$ cat config.mk
export PLATFORM = sky130hd
export DESIGN_NAME = btn_reset_ctrl_flat
export DESIGN_NICKNAME = d
export VERILOG_FILES = /design/src/rtl/btn_reset_pkg.sv /design/src/rtl/btn_reset_ctrl_if.sv /design/src/rtl/btn_debounce.sv /design/src/rtl/btn_reset_ctrl.sv /design/src/flat_wrapper.sv
export SDC_FILE = /design/constraint.sdc
export NUM_CORES = 1
export LEC_CHECK = 0
export BUFFER_PORTS_ARGS = -buffer_cell sky130_fd_sc_hd__buf_4
export CAP_MARGIN = 20
export CORE_ASPECT_RATIO = 0.7
export CORE_MARGIN = 2
export CORE_UTILIZATION = 30
export DETAILED_ROUTE_END_ITERATION = 12
export PLACE_DENSITY = 0.5
export SLEW_MARGIN = 40
export SYNTH_ARGS = -nofsm -noshare
export SYNTH_HDL_FRONTEND = slang
export SYNTH_HIERARCHICAL = 1
export SYNTH_SLANG_ARGS = --single-unit
$ cat constraint.sdc
create_clock -name clk_48mhz -period 2.6 [get_ports clk_48mhz]
set_input_delay 0.26 -clock clk_48mhz [delete_from_list [all_inputs] [get_ports clk_48mhz]]
set_output_delay 0.26 -clock clk_48mhz [all_outputs]
set_load 0.01 [all_outputs]
$ cat src/rtl/btn_reset_pkg.sv
// Shared definitions for the button-conditioning and bootloader reset block.
// Contents:
//   state_e            reset-sequencer FSM encoding (POR, RUN, HOLD)
//   *_DEF              default timing and board constants for a 48 MHz clock
//   cnt_width()        width of a counter that must hold the values 0..n
package btn_reset_pkg;

    typedef enum logic [1:0] {
        ST_POR  = 2'd0,
        ST_RUN  = 2'd1,
        ST_HOLD = 2'd2
    } state_e;

    localparam int              N_BTN_DEF      = 7;
    localparam logic [6:0]      ACTIVE_LOW_DEF = 7'b0000001;
    localparam int              RST_BTN_DEF    = 0;
    localparam int              DEBOUNCE_DEF   = 480000;    // 10 ms
    localparam int              POR_DEF        = 65536;
    localparam int              LONG_DEF       = 96000000;  // 2 s

    function automatic int cnt_width(input int n);
        return $clog2(n + 1);
    endfunction

endpackage

$ cat src/rtl/btn_reset_ctrl_if.sv
// Button/reset bundle between the board-level logic and the conditioning block.
// Signals:
//   btn         raw asynchronous button pins
//   btn_db      debounced level, 1 = pressed
//   btn_rise    one-cycle pulse on debounced press
//   btn_fall    one-cycle pulse on debounced release
//   boot_reset  active-high reset for the bootloader core
//   long_press  one-cycle pulse when the reset button is held long enough
// Modports: master drives the pins and observes the results; slave is the
// conditioning block itself.
interface btn_reset_ctrl_if
    import btn_reset_pkg::*;
#(
    parameter int N_BTN = N_BTN_DEF
);
    logic [N_BTN-1:0] btn;
    logic [N_BTN-1:0] btn_db;
    logic [N_BTN-1:0] btn_rise;
    logic [N_BTN-1:0] btn_fall;
    logic             boot_reset;
    logic             long_press;

    modport master (
        output btn,
        input  btn_db, btn_rise, btn_fall, boot_reset, long_press
    );

    modport slave (
        input  btn,
        output btn_db, btn_rise, btn_fall, boot_reset, long_press
    );
endinterface

$ cat src/rtl/btn_debounce.sv
// Single-button synchroniser and debouncer.
// Ports:
//   clk_i   system clock
//   srst_i  synchronous active-high reset
//   btn_i   raw asynchronous pin
//   db_o    debounced level, 1 = pressed
//   rise_o  one-cycle pulse in the cycle db_o goes high
//   fall_o  one-cycle pulse in the cycle db_o goes low
// A level change is accepted only after it has been seen on the synchronised
// input for DEBOUNCE_CYCLES consecutive cycles; any agreeing cycle restarts it.
module btn_debounce
    import btn_reset_pkg::*;
#(
    parameter int DEBOUNCE_CYCLES = DEBOUNCE_DEF,
    parameter bit ACTIVE_LOW      = 1'b0
)(
    input  logic clk_i,
    input  logic srst_i,
    input  logic btn_i,
    output logic db_o,
    output logic rise_o,
    output logic fall_o
);
    localparam int CNT_W = cnt_width(DEBOUNCE_CYCLES);

    logic             sync1_q, sync2_q;
    logic             db_q, rise_q, fall_q;
    logic [CNT_W-1:0] cnt_q;
    logic             pressed;
    logic             differs;

    assign pressed = sync2_q ^ ACTIVE_LOW;
    assign differs = (pressed != db_q);

    always_ff @(posedge clk_i) begin
        if (srst_i) begin
            // Synchroniser starts at the idle pin level so no false press follows reset.
            sync1_q <= ACTIVE_LOW;
            sync2_q <= ACTIVE_LOW;
            db_q    <= 1'b0;
            rise_q  <= 1'b0;
            fall_q  <= 1'b0;
            cnt_q   <= '0;
        end else begin
            sync1_q <= btn_i;
            sync2_q <= sync1_q;
            rise_q  <= 1'b0;
            fall_q  <= 1'b0;
            if (!differs) begin
                cnt_q <= '0;
            end else if (cnt_q == CNT_W'(DEBOUNCE_CYCLES - 1)) begin
                cnt_q  <= '0;
                db_q   <= pressed;
                rise_q <= pressed;
                fall_q <= ~pressed;
            end else begin
                cnt_q <= cnt_q + CNT_W'(1);
            end
        end
    end

    assign db_o   = db_q;
    assign rise_o = rise_q;
    assign fall_o = fall_q;
endmodule

$ cat src/rtl/btn_reset_ctrl.sv
// Button conditioning and bootloader reset sequencer.
// Ports:
//   clk_48mhz  system clock
//   reset      synchronous active-high reset (e.g. inverted PLL lock)
//   bus_if     button/reset bundle (slave side): raw pins in, debounced
//              levels, edge pulses, boot_reset and long_press out
// Every button gets its own debouncer. The RST_BTN button also drives a
// three-state sequencer: POR stretches boot_reset, RUN releases it, HOLD keeps
// it asserted while the button is down and flags a long press.
module btn_reset_ctrl
    import btn_reset_pkg::*;
#(
    parameter int               N_BTN           = N_BTN_DEF,
    parameter logic [N_BTN-1:0] ACTIVE_LOW      = ACTIVE_LOW_DEF,
    parameter int               RST_BTN         = RST_BTN_DEF,
    parameter int               DEBOUNCE_CYCLES = DEBOUNCE_DEF,
    parameter int               POR_CYCLES      = POR_DEF,
    parameter int               LONG_CYCLES     = LONG_DEF
)(
    input  logic              clk_48mhz,
    input  logic              reset,
    btn_reset_ctrl_if.slave   bus_if
);
    localparam int POR_W  = cnt_width(POR_CYCLES);
    localparam int HOLD_W = cnt_width(LONG_CYCLES);

    logic [N_BTN-1:0] db_w, rise_w, fall_w;

    for (genvar gi = 0; gi < N_BTN; gi++) begin : g_db
        btn_debounce #(
            .DEBOUNCE_CYCLES (DEBOUNCE_CYCLES),
            .ACTIVE_LOW      (ACTIVE_LOW[gi])
        ) u_db (
            .clk_i  (clk_48mhz),
            .srst_i (reset),
            .btn_i  (bus_if.btn[gi]),
            .db_o   (db_w[gi]),
            .rise_o (rise_w[gi]),
            .fall_o (fall_w[gi])
        );
    end

    state_e            state_q, state_d;
    logic [POR_W-1:0]  por_cnt_q, por_cnt_d;
    logic [HOLD_W-1:0] hold_cnt_q, hold_cnt_d;
    logic              boot_reset_q;
    logic              long_press_q, long_press_d;

    always_comb begin
        state_d      = state_q;
        por_cnt_d    = por_cnt_q;
        hold_cnt_d   = hold_cnt_q;
        long_press_d = 1'b0;
        case (state_q)
            ST_POR: begin
                if (por_cnt_q == POR_W'(POR_CYCLES - 1)) begin
                    por_cnt_d  = '0;
                    hold_cnt_d = '0;
                    // A button still held when the stretch ends goes straight to HOLD.
                    state_d    = db_w[RST_BTN] ? ST_HOLD : ST_RUN;
                end else begin
                    por_cnt_d = por_cnt_q + POR_W'(1);
                end
            end
            ST_RUN: begin
                if (rise_w[RST_BTN]) begin
                    state_d    = ST_HOLD;
                    hold_cnt_d = '0;
                end
            end
            ST_HOLD: begin
                if (fall_w[RST_BTN]) begin
                    state_d    = ST_POR;
                    por_cnt_d  = '0;
                    hold_cnt_d = '0;
                end else if (hold_cnt_q != HOLD_W'(LONG_CYCLES)) begin
                    // Saturating count; the pulse fires only on the step into LONG_CYCLES-1.
                    hold_cnt_d = hold_cnt_q + HOLD_W'(1);
                    if (hold_cnt_d == HOLD_W'(LONG_CYCLES - 1)) begin
                        long_press_d = 1'b1;
                    end
                end
            end
            default: begin
                state_d    = ST_POR;
                por_cnt_d  = '0;
                hold_cnt_d = '0;
            end
        endcase
    end

    always_ff @(posedge clk_48mhz) begin
        if (reset) begin
            state_q      <= ST_POR;
            por_cnt_q    <= '0;
            hold_cnt_q   <= '0;
            boot_reset_q <= 1'b1;
            long_press_q <= 1'b0;
        end else begin
            state_q      <= state_d;
            por_cnt_q    <= por_cnt_d;
            hold_cnt_q   <= hold_cnt_d;
            // Registered from the next state so boot_reset tracks the state exactly.
            boot_reset_q <= (state_d != ST_RUN);
            long_press_q <= long_press_d;
        end
    end

    assign bus_if.btn_db     = db_w;
    assign bus_if.btn_rise   = rise_w;
    assign bus_if.btn_fall   = fall_w;
    assign bus_if.boot_reset = boot_reset_q;
    assign bus_if.long_press = long_press_q;
endmodule

$ cat src/flat_wrapper.sv
// flat-port wrapper written by rule: the top's interface ports become plain ports
module btn_reset_ctrl_flat import btn_reset_pkg::*;
#(
    parameter int               N_BTN           = N_BTN_DEF,
    parameter logic [N_BTN-1:0] ACTIVE_LOW      = ACTIVE_LOW_DEF,
    parameter int               RST_BTN         = RST_BTN_DEF,
    parameter int               DEBOUNCE_CYCLES = DEBOUNCE_DEF,
    parameter int               POR_CYCLES      = POR_DEF,
    parameter int               LONG_CYCLES     = LONG_DEF
)
  (clk_48mhz, reset, bus_if_btn, bus_if_btn_db, bus_if_btn_rise, bus_if_btn_fall, bus_if_boot_reset, bus_if_long_press);
  btn_reset_ctrl_if #(.N_BTN(N_BTN)) bus_if_i ();
  input  logic clk_48mhz;
  input  logic reset;
  input wire logic [$bits(bus_if_i.btn)-1:0] bus_if_btn;
  output wire logic [$bits(bus_if_i.btn_db)-1:0] bus_if_btn_db;
  output wire logic [$bits(bus_if_i.btn_rise)-1:0] bus_if_btn_rise;
  output wire logic [$bits(bus_if_i.btn_fall)-1:0] bus_if_btn_fall;
  output wire logic [$bits(bus_if_i.boot_reset)-1:0] bus_if_boot_reset;
  output wire logic [$bits(bus_if_i.long_press)-1:0] bus_if_long_press;
  assign bus_if_i.btn = bus_if_btn;
  assign bus_if_btn_db = bus_if_i.btn_db;
  assign bus_if_btn_rise = bus_if_i.btn_rise;
  assign bus_if_btn_fall = bus_if_i.btn_fall;
  assign bus_if_boot_reset = bus_if_i.boot_reset;
  assign bus_if_long_press = bus_if_i.long_press;
  btn_reset_ctrl #(.N_BTN(N_BTN), .ACTIVE_LOW(ACTIVE_LOW), .RST_BTN(RST_BTN), .DEBOUNCE_CYCLES(DEBOUNCE_CYCLES), .POR_CYCLES(POR_CYCLES), .LONG_CYCLES(LONG_CYCLES)) u_core (.clk_48mhz(clk_48mhz), .reset(reset), .bus_if(bus_if_i));
endmodule
Word-level counts from Yosys, hierarchy flattened
Index checks and enable logic that the tools add are counted.
- flip-flop bits (word level): 216
- input port bits: 9
- output and inout port bits: 23
- logic and storage cells: 143
- add/sub/neg operators: 9
- equal/unequal tests: 24
- muxes and demuxes: 14
- bitwise operators: 24
- reductions and logical operators: 25
- operators by type and width (cell ; count):
    adder 19 x 1 -> 19 bit, second input constant ; 7
    == test 19 bit, second input constant ; 7
    two-way mux 27 bit ; 4
    case mux 27 bit (3 select lines) ; 1
    case mux 17 bit (3 select lines) ; 1
    OR reduction 3 bit ; 14
    two-way mux 17 bit ; 2
    adder 27 x 1 -> 27 bit, second input constant ; 1
    == test 27 bit, second input constant ; 1
    != test 27 bit, second input constant ; 1
    NOT 1 bit ; 24
    adder 17 x 1 -> 17 bit, second input constant ; 1
    == test 17 x 16 -> 1 bit, second input constant ; 1
    AND reduction 2 bit ; 8
    two-way mux 2 bit ; 4
    != test 1 bit ; 7
    case mux 2 bit (3 select lines) ; 1
    != test 2 x 1 -> 1 bit, second input constant ; 2
    != test 2 bit, second input constant ; 2
    OR reduction 4 bit ; 1
    != test 3 x 2 -> 1 bit, second input constant ; 1
    AND reduction 3 bit ; 1
    == test 2 x 1 -> 1 bit, second input constant ; 1
    == test 2 bit, second input constant ; 1
    2 further kinds ; 2

Depth between registers and ports, before layout
- word-level depth: 4
- depth in mapped cells: 8
- depth with buffers taken out: 7

Cells and area by module
Netlist, hierarchy kept.
- by module, submodules not included (module ; times used ; cells each ; area each (µm²) ; sequential area each (µm²)):
    btn_debounce (u_core.g_db[1].u_db ...) ; 6 ; 118 ; 1111.1 ; 480.5
    btn_reset_ctrl ; 1 ; 364 ; 2887.8 ; 960.9
    btn_debounce (u_core.g_db[0].u_db) ; 1 ; 120 ; 1099.8 ; 480.5

Least setup slack after synthesis
No wires, ideal clock.
- path kind: flip-flop to flip-flop
- start point: reg u_core.hold_cnt_q[3]
- end point: reg u_core.hold_cnt_q[1]
- library setup time: 0.121 ns
- arrival time: 2.126 ns
- data required time: 2.479 ns
- slack: 0.352 ns
- stages on the path, launching flop included: 7
- buffers on the path: 1
- period minus slack after synthesis: 2.248 ns
- path through: dfxtp_1 -> buf_2 -> or4_1 -> or4_4 -> nor4_4 -> nor2_1 -> mux2_4
- cells in the longest elaborated chain, start to end: 3
- ends and longest elaborated chain (what ; line ; source):
    start: declaration ; btn_reset_ctrl.sv:45 ; logic [HOLD_W-1:0] hold_cnt_q, hold_cnt_d;
    start signal: assignment ; btn_reset_ctrl.sv:102 ; hold_cnt_q <= hold_cnt_d;
    != test 27 bit ; btn_reset_ctrl.sv:76 ; end else if (hold_cnt_q != HOLD_W'(LONG_CYCLES)) begin
    != test 3 x 2 -> 1 bit (no source line) ; n/a ;
    AND reduction 3 bit (no source line) ; n/a ;
Every way passes these cells.
A chain may end at the register's enable or synchronous reset.

Final worst setup path
- start point: reg u_core.hold_cnt_q[5]
- end point: reg u_core.hold_cnt_q[1]
Same word-level chain as after synthesis.

==> flow_summary.html <==
<table>
<tr><th>Metric</th><th>Value</th></tr>
<tr><th colspan="2">Pwr</th></tr>
<tr><td>Standby leakage power</td><td>0.003847 uW</td></tr>
<tr><td>Internal Pwr Total</td><td>5585 uW</td></tr>
<tr><td>Final Power</td><td>7064 uW</td></tr>
<tr><td>Relative contribution of combinational cells to total power</td><td>0.015</td></tr>
<tr><td>Ratio of total power to cell area</td><td>572.5 nW/um^2</td></tr>
<tr><td>Total net switching power</td><td>1479 uW</td></tr>
<tr><td>Switching fraction of total power</td><td>0.2094</td></tr>
<tr><td>Part of the power in registers</td><td>0.473</td></tr>
<tr><td>Maximum vdd ir drop</td><td>0.3726 mV</td></tr>
<tr><td>Clock group share of total power</td><td>0.512</td></tr>
<tr><th colspan="2">Synth</th></tr>
<tr><td>Proportion of netlist area held by the largest area contributor</td><td>0.4059</td></tr>
<tr><td>Post-synth EDFFs</td><td>0</td></tr>
<tr><td>Post-synthesis sequential area ratio</td><td>0.4059</td></tr>
<tr><td>Dominant cells by area after synthesis</td><td>dfxtp_1 41%, xnor2_1 5.8%, nor2_1 5.4%, xor2_1 4.2%, nand3_1 3.6%</td></tr>
<tr><td>Number of synthesized register bits</td><td>216</td></tr>
<tr><td>Share of flip-flops with an asynchronous set or reset after synthesis</td><td>0</td></tr>
<tr><td>Largest area contributor in the netlist</td><td>dfxtp_1</td></tr>
<tr><td>Mean instance size in the synthesized netlist</td><td>8.938 sq um</td></tr>
<tr><td>Combined area of all synthesized cells</td><td>10650 sq um</td></tr>
<tr><td>Warnings, synthesis</td><td>6</td></tr>
<tr><td>Mapped Nets</td><td>1212</td></tr>
<tr><td>Primary FF master, synth</td><td>dfxtp_1</td></tr>
<tr><td>Post-synthesis cell count</td><td>1192</td></tr>
<tr><td>Number of distinct library cells after synthesis</td><td>72</td></tr>
<tr><th colspan="2">Finish</th></tr>
<tr><td>Share of cells above drive strength 1</td><td>0.1416</td></tr>
<tr><td>Final standard cell area without fillers</td><td>12340 sq um</td></tr>
<tr><td>Antenna diode count</td><td>0</td></tr>
<tr><td>Total Nets Final</td><td>1258</td></tr>
<tr><td>Area added between synthesis and finish</td><td>15.81%</td></tr>
<tr><td>End-of-flow core utilization</td><td>0.3538</td></tr>
<tr><th colspan="2">Worst setup path</th></tr>
<tr><td>R2R setup slack</td><td>0.30 ns</td></tr>
<tr><td>Cell with the largest stage delay on the worst path</td><td>or4_1</td></tr>
<tr><td>Worst EP required</td><td>3.01 ns</td></tr>
<tr><td>Reg-to-reg critical path endpoint</td><td>u_core/hold_cnt_q[1]$_SDFFE_PP0P_</td></tr>
<tr><td>CP Capture Point</td><td>u_core/hold_cnt_q[1]$_SDFFE_PP0P_</td></tr>
<tr><td>Ordered list of cells on the worst path</td><td>or4_1, or4_4, nor4_4, nor2_1, mux2_4</td></tr>
<tr><td>Start point of the critical path</td><td>u_core/hold_cnt_q[5]$_SDFFE_PP0P_</td></tr>
<tr><td>Type of element capturing the critical path</td><td>flop</td></tr>
<tr><td>Startpoint type of the worst setup path</td><td>flop</td></tr>
<tr><td>Maximum cell stage delay along the critical path</td><td>0.52 ns</td></tr>
<tr><td>Signal arrival time at the worst endpoint</td><td>2.72 ns</td></tr>
<tr><td>Worst Reg2Reg Path Length in Cells</td><td>5</td></tr>
<tr><td>Class of the most critical setup path</td><td>flop to flop</td></tr>
<tr><td>Source of the worst register-to-register timing path</td><td>u_core/hold_cnt_q[5]$_SDFFE_PP0P_</td></tr>
<tr><td>Worst Path Max Fanout</td><td>7</td></tr>
<tr><th colspan="2">Clock network</th></tr>
<tr><td>Clock Sinks</td><td>216</td></tr>
<tr><td>Maximum root-to-sink buffer count</td><td>3</td></tr>
<tr><td>Cts hold-fix bufs</td><td>7</td></tr>
<tr><td>Clock insertion delay at the later pin of the skew report</td><td>0.53 ns</td></tr>
<tr><td>Clock tree from TritonCTS</td><td>yes</td></tr>
<tr><td>Count of cells resized by post-cts repair</td><td>0</td></tr>
<tr><td>Cts bufs inserted</td><td>26</td></tr>
<tr><td>H-tree depth</td><td>1</td></tr>
<tr><td>Worst-path clk slew</td><td>0.06 ns</td></tr>
<tr><td>Clock root buffer master</td><td>clkbuf_16</td></tr>
<tr><td>Setup bufs post-CTS</td><td>0</td></tr>
<tr><th colspan="2">Floorplan</th></tr>
<tr><td>Ports</td><td>32</td></tr>
<tr><td># rows</td><td>57</td></tr>
<tr><td>Die outline area</td><td>37060 sq um</td></tr>
<tr><td>Die span in y</td><td>161.7 um</td></tr>
<tr><td>Chip Width</td><td>229.2 um</td></tr>
<tr><td>Starting Density</td><td>0.3055</td></tr>
<tr><td>Core Area</td><td>34870 sq um</td></tr>
<tr><th colspan="2">Global routing</th></tr>
<tr><td>GRT Overall Usage</td><td>0.1241</td></tr>
<tr><td>Maximum number of pins on one net before global-route repair</td><td>34</td></tr>
<tr><td>Total global routing overflow</td><td>0</td></tr>
<tr><td>Via count of the first global-routing pass</td><td>7625</td></tr>
<tr><td>Antenna violations before repair</td><td>0</td></tr>
<tr><td>Wire length of the first global-routing pass</td><td>39520 um</td></tr>
<tr><th colspan="2">Timing</th></tr>
<tr><td>Unrepaired setup endpoints after global routing</td><td>no</td></tr>
<tr><td>Post-Route Setup TNS</td><td>0 ns</td></tr>
<tr><td>Final hold vios</td><td>0</td></tr>
<tr><td>Slew Limit Fails</td><td>0</td></tr>
<tr><td>Fmax</td><td>0.4339 GHz</td></tr>
<tr><td>Total setup violations reported at the end of the flow</td><td>0</td></tr>
<tr><td>Min Tclk post-route</td><td>2.304 ns</td></tr>
<tr><td>Fraction of the cycle the final worst path needs</td><td>0.8863</td></tr>
<tr><td>Final critical-path setup slack</td><td>0.2956 ns</td></tr>
<tr><td>Relative slew slack</td><td>0.4898</td></tr>
<tr><td>Final setup skew</td><td>0.008047 ns</td></tr>
<tr><td>Transition time at the pin with the least slew margin</td><td>0.7634 ns</td></tr>
<tr><th colspan="2">Placed design</th></tr>
<tr><td>Final weighted congestion in routability-driven placement</td><td>0.8765</td></tr>
<tr><td>Number of port buffers</td><td>31</td></tr>
<tr><td>Placed inst area</td><td>11400 sq um</td></tr>
<tr><td>HPWL after detailed placement</td><td>15930 um</td></tr>
<tr><td>Worst-case setup slack after placement</td><td>0.3157 ns</td></tr>
<tr><th colspan="2">Route</th></tr>
<tr><td>Via/cell ratio</td><td>4.833</td></tr>
<tr><td>Aggregate routed wire length</td><td>23030 um</td></tr>
<tr><td>Average wire per standard cell</td><td>13.32 um</td></tr>
<tr><td>DRC violation count after routing</td><td>0</td></tr>
<tr><td>Vias after detailed routing</td><td>8356</td></tr>
<tr><td>Final ANT Viol Nets</td><td>0</td></tr>
<tr><td>Number of detailed-route iterations in the first pass</td><td>5</td></tr>
<tr><td>Violation count after the first detailed-routing iteration</td><td>478</td></tr>
<tr><th colspan="2">Job</th></tr>
<tr><td>MaxCap Viol Count</td><td>0</td></tr>
<tr><th colspan="2">Outcome</th></tr>
<tr><td>Run status</td><td>finished clean</td></tr>
<tr><th colspan="2">Min path</th></tr>
<tr><td>Hold Crit Class</td><td>input port to flop</td></tr>
</table>
## critical path, delay by kind of cell (launching register included)
family / cells / cell delay (ns)
muxes: 1 / 0.33
and+or+nand+nor: 4 / 1.48
DFF: 1 / 0.37
## worst min path at each step
stage / endpoint / cells past startpoint / startpoint
2_1_floorplan: u_core/g_db[0].u_db/fall_o$_SDFF_PP0_ / 1 / reset
3_3_place_gp: u_core/g_db[0].u_db/sync2_q$_SDFF_PP1_ / 1 / u_core/g_db[0].u_db/sync1_q$_SDFF_PP1_
3_5_place_dp: u_core/g_db[0].u_db/sync2_q$_SDFF_PP1_ / 1 / u_core/g_db[0].u_db/sync1_q$_SDFF_PP1_
4_1_cts: u_core/g_db[6].u_db/pressed$_SDFF_PP0_ / 2 / reset
5_1_grt: u_core/por_cnt_q[1]$_SDFFE_PP0P_ / 2 / reset
6_report: u_core/g_db[6].u_db/sync1_q$_SDFF_PP0_ / 2 / reset
## routing by layer
metal	wire (um)	GRT usage	vias to the layer above
li1	-	-	4326
met1	12920	0.2001	3884
met2	9003	0.1696	117
met3	767	0.01949	29
met4	337	0.02479	0
met5	0	0	-
## sequential cells by signal, summed over array words and instances (netlist names)
signal / flops
u_core/g_db.u_db/fall_o: 7
u_core/bus_if.boot_reset: 1
u_core/g_db.u_db/rise_o: 7
u_core/por_cnt_q: 17
u_core/g_db.u_db/db_o: 7
u_core/hold_cnt_q: 27
u_core/g_db.u_db/cnt_q: 133
u_core/state_q: 2
u_core/bus_if.long_press: 1
u_core/g_db.u_db/sync2_q: 1
u_core/g_db.u_db/sync1_q: 7
u_core/g_db.u_db/pressed: 6
## synthesized netlist by cell type, drive strengths merged, types with 25 or more instances
| library cell | count |
|---|---|
| nand3 | 77 |
| nor2 | 167 |
| nand2 | 79 |
| nand4 | 44 |
| inv | 48 |
| or3 | 25 |
| a21oi | 29 |
| dfxtp | 216 |
| or4 | 26 |
| xor2 | 51 |
| nor4 | 45 |
| xnor2 | 71 |
| nor3 | 42 |
| o21ai | 30 |
## logic make-up after synthesis
logic type | after synthesis | share of synthesized area
adders and majority gates | 11 | 0.01292
and+or+nand+nor | 623 | 0.3481
AOI/OAI and AO/OA | 109 | 0.07258
buffers and inverters | 89 | 0.03899
DFF | 216 | 0.4059
muxes | 22 | 0.02126
xor gates and xnor gates | 122 | 0.1003
## power by group through the flow
stage	registers [uW]	logic, uW	clock network (uW)
after floorplan	3410	58.2	0
after global placement	3410	95.9	0
after detailed placement	3410	97.1	0
after CTS	3340	106	3780
after global routing	3340	117	3910
final	3340	102	3620
## cell type report
cell class | count | area, sq um
Tap cell | 472 | 590.6
Fill cell | 3568 | 22540
Sequential cell | 216 | 4324
Clock inverter | 9 | 112.6
Clock buffer | 38 | 755.7
Inverter | 48 | 180.2
Timing Repair Buffer | 59 | 460.4
Multi-Input combinational cell | 887 | 5914
## cell usage in the layout (no fill, tap or decap), drive strengths merged, types with 8 or more instances in the layout
master  Yosys  routed
or3        25      25
nor2b      24      24
nor4bb      8       8
mux2i      20      20
nand3      77      77
or4        26      26
nor2      167     167
nand4      44      44
a21oi      29      29
xor2       51      51
o21ai      30      30
nor4       45      45
clkbuf     24      38
and2        9       9
nor4b      11      11
xnor2      71      71
inv        48      49
nand2      79      79
nand2b     19      19
nor3       42      42
o211ai     21      21
and3       18      18
ha         11      11
dfxtp     216     216
buf        17      52
## per-stage QoR
stage          std cells  hold slack [ns]
2_1_floorplan       1192           0.3313
3_3_place_gp        1675           0.4010
3_5_place_dp        1675           0.4102
4_1_cts             1729           0.1095
5_1_grt             1729           0.1329
6_report            1729           0.1248
No activity file was read; power rests on OpenSTA's default activity.
